[src/rtl/vga_sync.sv]
// VGA raster timing generator: pixel-rate divider, x/y scan counters,
// registered sync pulses and visible-area / frame-boundary strobes.
module vga_sync #(
  parameter int DIV       = 4,
  parameter int H_DISPLAY = 640,
  parameter int H_FRONT   = 16,
  parameter int H_SYNC    = 96,
  parameter int H_BACK    = 48,
  parameter int V_DISPLAY = 480,
  parameter int V_FRONT   = 10,
  parameter int V_SYNC    = 2,
  parameter int V_BACK    = 33
) (
  input  logic       clk,
  input  logic       rst_n,
  output logic [9:0] x,
  output logic [9:0] y,
  output logic       hsync,
  output logic       vsync,
  output logic       video_on,
  output logic       p_tick,
  output logic       frame_start
);

  localparam int H_TOTAL = H_DISPLAY + H_FRONT + H_SYNC + H_BACK;
  localparam int V_TOTAL = V_DISPLAY + V_FRONT + V_SYNC + V_BACK;
  localparam int DW      = (DIV > 1) ? $clog2(DIV) : 1;

  localparam logic [DW-1:0] DIV_MAX = DW'(DIV - 1);
  localparam logic [9:0] H_MAX  = 10'(H_TOTAL - 1);
  localparam logic [9:0] V_MAX  = 10'(V_TOTAL - 1);
  localparam logic [9:0] H_VIS  = 10'(H_DISPLAY);
  localparam logic [9:0] V_VIS  = 10'(V_DISPLAY);
  localparam logic [9:0] HS_BEG = 10'(H_DISPLAY + H_FRONT);
  localparam logic [9:0] HS_END = 10'(H_DISPLAY + H_FRONT + H_SYNC - 1);
  localparam logic [9:0] VS_BEG = 10'(V_DISPLAY + V_FRONT);
  localparam logic [9:0] VS_END = 10'(V_DISPLAY + V_FRONT + V_SYNC - 1);

  logic [DW-1:0] r_div;
  logic [9:0]    r_x;
  logic [9:0]    r_y;
  logic          r_hsync;
  logic          r_vsync;

  logic          w_tick;
  logic          w_xwrap;
  logic [9:0]    w_x_nxt;
  logic [9:0]    w_y_nxt;

  // rst_n gating keeps p_tick low in reset even when DIV == 1
  always_comb begin
    w_tick  = rst_n && (r_div == DIV_MAX);
    w_xwrap = (r_x >= H_MAX);
    w_x_nxt = w_xwrap ? 10'd0 : r_x + 10'd1;
    w_y_nxt = r_y;
    if ((r_y > V_MAX) || (w_xwrap && (r_y == V_MAX))) begin
      w_y_nxt = 10'd0;
    end else if (w_xwrap) begin
      w_y_nxt = r_y + 10'd1;
    end
  end

  // syncs decode the next counter values so they land on the same edge
  always_ff @(posedge clk or negedge rst_n) begin
    if (!rst_n) begin
      r_div   <= '0;
      r_x     <= 10'd0;
      r_y     <= 10'd0;
      r_hsync <= 1'b1;
      r_vsync <= 1'b1;
    end else begin
      r_div <= (r_div >= DIV_MAX) ? '0 : r_div + 1'b1;
      if (w_tick) begin
        r_x     <= w_x_nxt;
        r_y     <= w_y_nxt;
        r_hsync <= !((w_x_nxt >= HS_BEG) && (w_x_nxt <= HS_END));
        r_vsync <= !((w_y_nxt >= VS_BEG) && (w_y_nxt <= VS_END));
      end
    end
  end

  assign x           = r_x;
  assign y           = r_y;
  assign hsync       = r_hsync;
  assign vsync       = r_vsync;
  assign p_tick      = w_tick;
  assign video_on    = (r_x < H_VIS) && (r_y < V_VIS);
  assign frame_start = w_tick && (r_x == H_MAX) && (r_y == V_MAX);

endmodule

[config.mk]
export PLATFORM = sky130hd
export DESIGN_NAME = vga_sync
export DESIGN_NICKNAME = d
export VERILOG_FILES = /design/src/rtl/vga_sync.sv
export SDC_FILE = /design/constraint.sdc
export NUM_CORES = 1
export LEC_CHECK = 0
export ABC_CLOCK_PERIOD_IN_PS = 6400
export CORE_MARGIN = 5
export CORE_UTILIZATION = 47
export DETAILED_ROUTE_END_ITERATION = 8
export GPL_TIMING_DRIVEN = 0
export PLACE_DENSITY = 0.72
export SYNTH_ARGS = -nofsm -noshare
export SYNTH_HDL_FRONTEND = slang
export SYNTH_SLANG_ARGS = --single-unit
[constraint.sdc]
create_clock -name clk -period 6.4 [get_ports clk]
set_clock_uncertainty 0.2 [all_clocks]
set_input_delay 0.64 -clock clk [delete_from_list [all_inputs] [get_ports clk]]
set_output_delay 0.64 -clock clk [all_outputs]
set_load 0.005 [all_outputs]
==> impl_metrics.toml <==
[worst_setup_path]
setup.worst_path.class = "input port to primary output"
worst_r2r_startpoint = "x[0]$_DFFE_PN0P_"
worst_setup_path_start_kind = "input port"
critical_path_peak_fanout = 25
critical_path_arrival_ns = 3.61
worstPathRequired_ns = 5.56
worstSetupEndpointType = "primary output"
cp-startpoint = "rst_n"

[place]
dp_hpwl_mm = 2.80
port_buffers = 26
gp_congestion = 0.846
placedInstanceArea_um2 = 1870

[worst_hold_path]
holdCritStartpoint = "r_div[0]$_DFF_PN0_"
holdCritPathClass = "flop to flop"

[synth]
synth_sequential_area_ratio = 0.388
synthAdderAreaFrac = 0.0322
synth_nets = 186
synth.area.mux_share = 0.0346
synth_compound_gate_area_share = 0.245
number_of_enable_type_register_cells_in_the_synthesized_netlist = 0
synth_top_family_by_area = "compound AO/OA/AOI/OAI gates"
synth_flop_cell = "sky130_fd_sc_hd__dfrtp_1"
synth_area_per_cell_um2 = 8.64
syn-instance-count = 180
synth_seq_cells = 24
synth_xor_xnor_area_share = 0.0113
netlist_area_um2 = 1560
number_of_distinct_library_cell_variants_in_the_gate_level_netlist_after_synthesis = 46
simple_gate_fraction_of_synth_area = 0.243
yosys_warnings = 0
fraction_of_registers_with_async_set_reset = 1.00

[global_routing]
grt_pass1_wl_mm = 6.54
grtUsageTotal = 0.183
antenna_violations_before_repair = 0
pin_count_of_the_biggest_net_entering_global_routing = 26
overflow = 0
vias_in_the_first_global_route = 1408

[timing]
maxSlewViolCount = 0
layout_min_cycle_time_ns = 4.45
period_share = 0.695
setup-tns-final_ns = 0
grt_setup_unrepaired = "no"
timing.max_slew.rel_slack = 0.288
max_freq_ghz = 0.225
worstMarginPinSlew_ns = 1.06
finalSetupViolCount = 0
final-hold-violation-count = 0

[final_layout]
register_area_um2 = 603
multiInputGateArea_um2 = 880
antenna_cells_inserted = 0
final_layout_size_suffix_gt1_frac = 0.0714
final.fill_count = 287
area.growth.synth_to_final_pct = 22.6
fin_area_um2 = 1910
finalNetCount = 217

[pwr]
leakage_nw = 0.750
power.net_switching_w = 0.0000778
power.density_cell_area_nw_per_um2 = 156
share_of_power_burned_in_the_clock_network = 0.270
share_comb_of_total_power = 0.149
p_sw_frac = 0.262
seq_power_share = 0.580
internal_power_w = 0.000219
vdd_ir_drop_max_uv = 149
pwr_total_w = 0.000297

[die]
floorplan.die.width_um = 67.5
design.die.area_um2 = 4560
rows = 20
core_area_um2 = 3100
die_y_um = 67.5
num_io_pins = 27
start_util = 0.501

[run_status]
status = "finished clean"

[clock_tree]
cts_num_sinks = 24
post_cts.resized_instances = 0
cts-buffers-inserted = 3
post_cts_setup_buffer_count = 0
tritoncts = "built"
root_buffer = "sky130_fd_sc_hd__clkbuf_4"
clock_insertion_delay_worst_skew_ns = 0.31
clockBufferDepth = 2
clk_pin_slew_ns = 0.13
ctsHtreeMaxLevel = 1
cts_hold_repair.buffers = 0

[routing]
wl_per_cell_um = 15.0
mean_number_of_vias_per_cell = 5.95
drt_drc_violations_left = 0
dr_total_vias = 1511
starting_drc_count_in_detailed_routing = 176
antenna_violating_nets_post_route = 0
drt-pass1-iter-count = 4
drt_wl_total_mm = 3.81

[flow_run]
timing.max_cap.violations = 0
-- registers in the layout (all words and copies together) (netlist names) --
signal / cells
hsync: 1
y: 10
x: 10
r_div: 2
vsync: 1
-- worst max-delay path, stage by stage --
cell and delay [ns]:
sky130_fd_sc_hd__clkdlybuf4s50_1 1.17, sky130_fd_sc_hd__nand2_1 0.16, sky130_fd_sc_hd__inv_1 0.14, sky130_fd_sc_hd__clkbuf_1 0.42, sky130_fd_sc_hd__clkbuf_1 0.45, sky130_fd_sc_hd__clkdlybuf4s50_1 0.61
-- Yosys cell counts (all sizes together) (2+ instances only) --
cell type	count	area share
clkbuf	13	0.032
inv	6	0.014
nor2	5	0.012
dfstp	2	0.034
mux2i	2	0.013
nand3	11	0.035
and4	2	0.011
nand4	8	0.032
and3	2	0.0089
nor3	6	0.019
nand2	23	0.056
nor2b	2	0.0080
and2	4	0.016
a22o	2	0.011
mux2	3	0.022
a21oi	9	0.029
o31ai	5	0.024
a211oi	3	0.014
dfrtp	22	0.35
a21o	2	0.0097
xnor2	2	0.011
o211ai	2	0.0097
ha	4	0.032
nand2b	2	0.0080
a31oi	5	0.020
o21ai	14	0.045
o32a	2	0.013
-- power groups by stage --
stage                     registers, W  logic (W)  clock network (W)
after global placement        0.000174  0.0000434                  0
after floorplan               0.000174  0.0000185                  0
after global routing          0.000175  0.0000487          0.0000900
after detailed placement      0.000175  0.0000447                  0
final                         0.000172  0.0000443          0.0000803
after CTS                     0.000173  0.0000450          0.0000823
-- cell families after synthesis --
family / Yosys count
AND/OR/NAND/NOR: 72
buffers and inverters: 19
adder cells (fa/ha/maj): 4
AO/OA/AOI/OAI: 54
multiplexers: 5
XOR/XNOR: 2
flip-flops: 24
-- layout by cell type, fill, tap and decap left out, types with 3 or more instances in the layout --
master,synthesis,final
sky130_fd_sc_hd__a31oi_1,5,5
sky130_fd_sc_hd__nor2_1,5,5
sky130_fd_sc_hd__nand2_1,23,23
sky130_fd_sc_hd__a21oi_1,9,9
sky130_fd_sc_hd__clkbuf_4,0,3
sky130_fd_sc_hd__o31ai_1,5,5
sky130_fd_sc_hd__nand3_1,11,11
sky130_fd_sc_hd__nand4_1,8,8
sky130_fd_sc_hd__o21ai_0,14,14
sky130_fd_sc_hd__clkbuf_1,12,12
sky130_fd_sc_hd__clkdlybuf4s50_1,0,26
sky130_fd_sc_hd__inv_1,6,6
sky130_fd_sc_hd__nor3_1,6,6
sky130_fd_sc_hd__and2_1,4,4
sky130_fd_sc_hd__ha_1,4,4
sky130_fd_sc_hd__dfrtp_1,22,22
sky130_fd_sc_hd__mux2_2,3,3
sky130_fd_sc_hd__a211oi_1,3,3
-- final timing paths --
check | to | slack [ns] | cells after the start
min in group asynchronous | x[7]$_DFFE_PN0P_ | 0.68 | 1
setup / recovery | p_tick | 1.95 | 6
hold reg to reg | r_div[0]$_DFF_PN0_ | 0.24 | 1
setup reg to reg | y[7]$_DFFE_PN0P_ | 3.68 | 6
max in group asynchronous | x[4]$_DFFE_PN0P_ | 4.67 | 1
hold / removal | r_div[0]$_DFF_PN0_ | 0.24 | 1
-- metrics by stage --
stage | hold WS (ns) | worst slack (ns) | util | instances
2_1_floorplan | 0.144 | 4.04 | - | 180
3_3_place_gp | 0.214 | 1.90 | 0.603 | 250
3_5_place_dp | 0.220 | 1.86 | 0.603 | 250
4_1_cts | 0.238 | 1.85 | 0.615 | 254
5_1_grt | 0.244 | 1.50 | 0.615 | 254
6_report | 0.237 | 1.95 | 0.615 | 254
-- layer usage --
metal	share of wire	track usage	routed length (um)	up-vias
met3	0.078	0.0433	296	4
li1	-	-	-	738
met5	0	0	0	-
met4	0.0081	0.0506	31	0
met2	0.44	0.267	1700	57
met1	0.47	0.267	1790	712
-- final cells by class --
| class | instances | share of cell area |
|---|---|---|
| multi-input cells | 137 | 0.461 |
| flip-flops and latches | 24 | 0.316 |
| repair buffers | 26 | 0.136 |
| well taps | 44 | 0.0289 |
| plain buffers | 13 | 0.0262 |
| clock buffers | 4 | 0.0190 |
| inverters | 6 | 0.0118 |
Note: power is estimated with default switching activity, not from simulation.
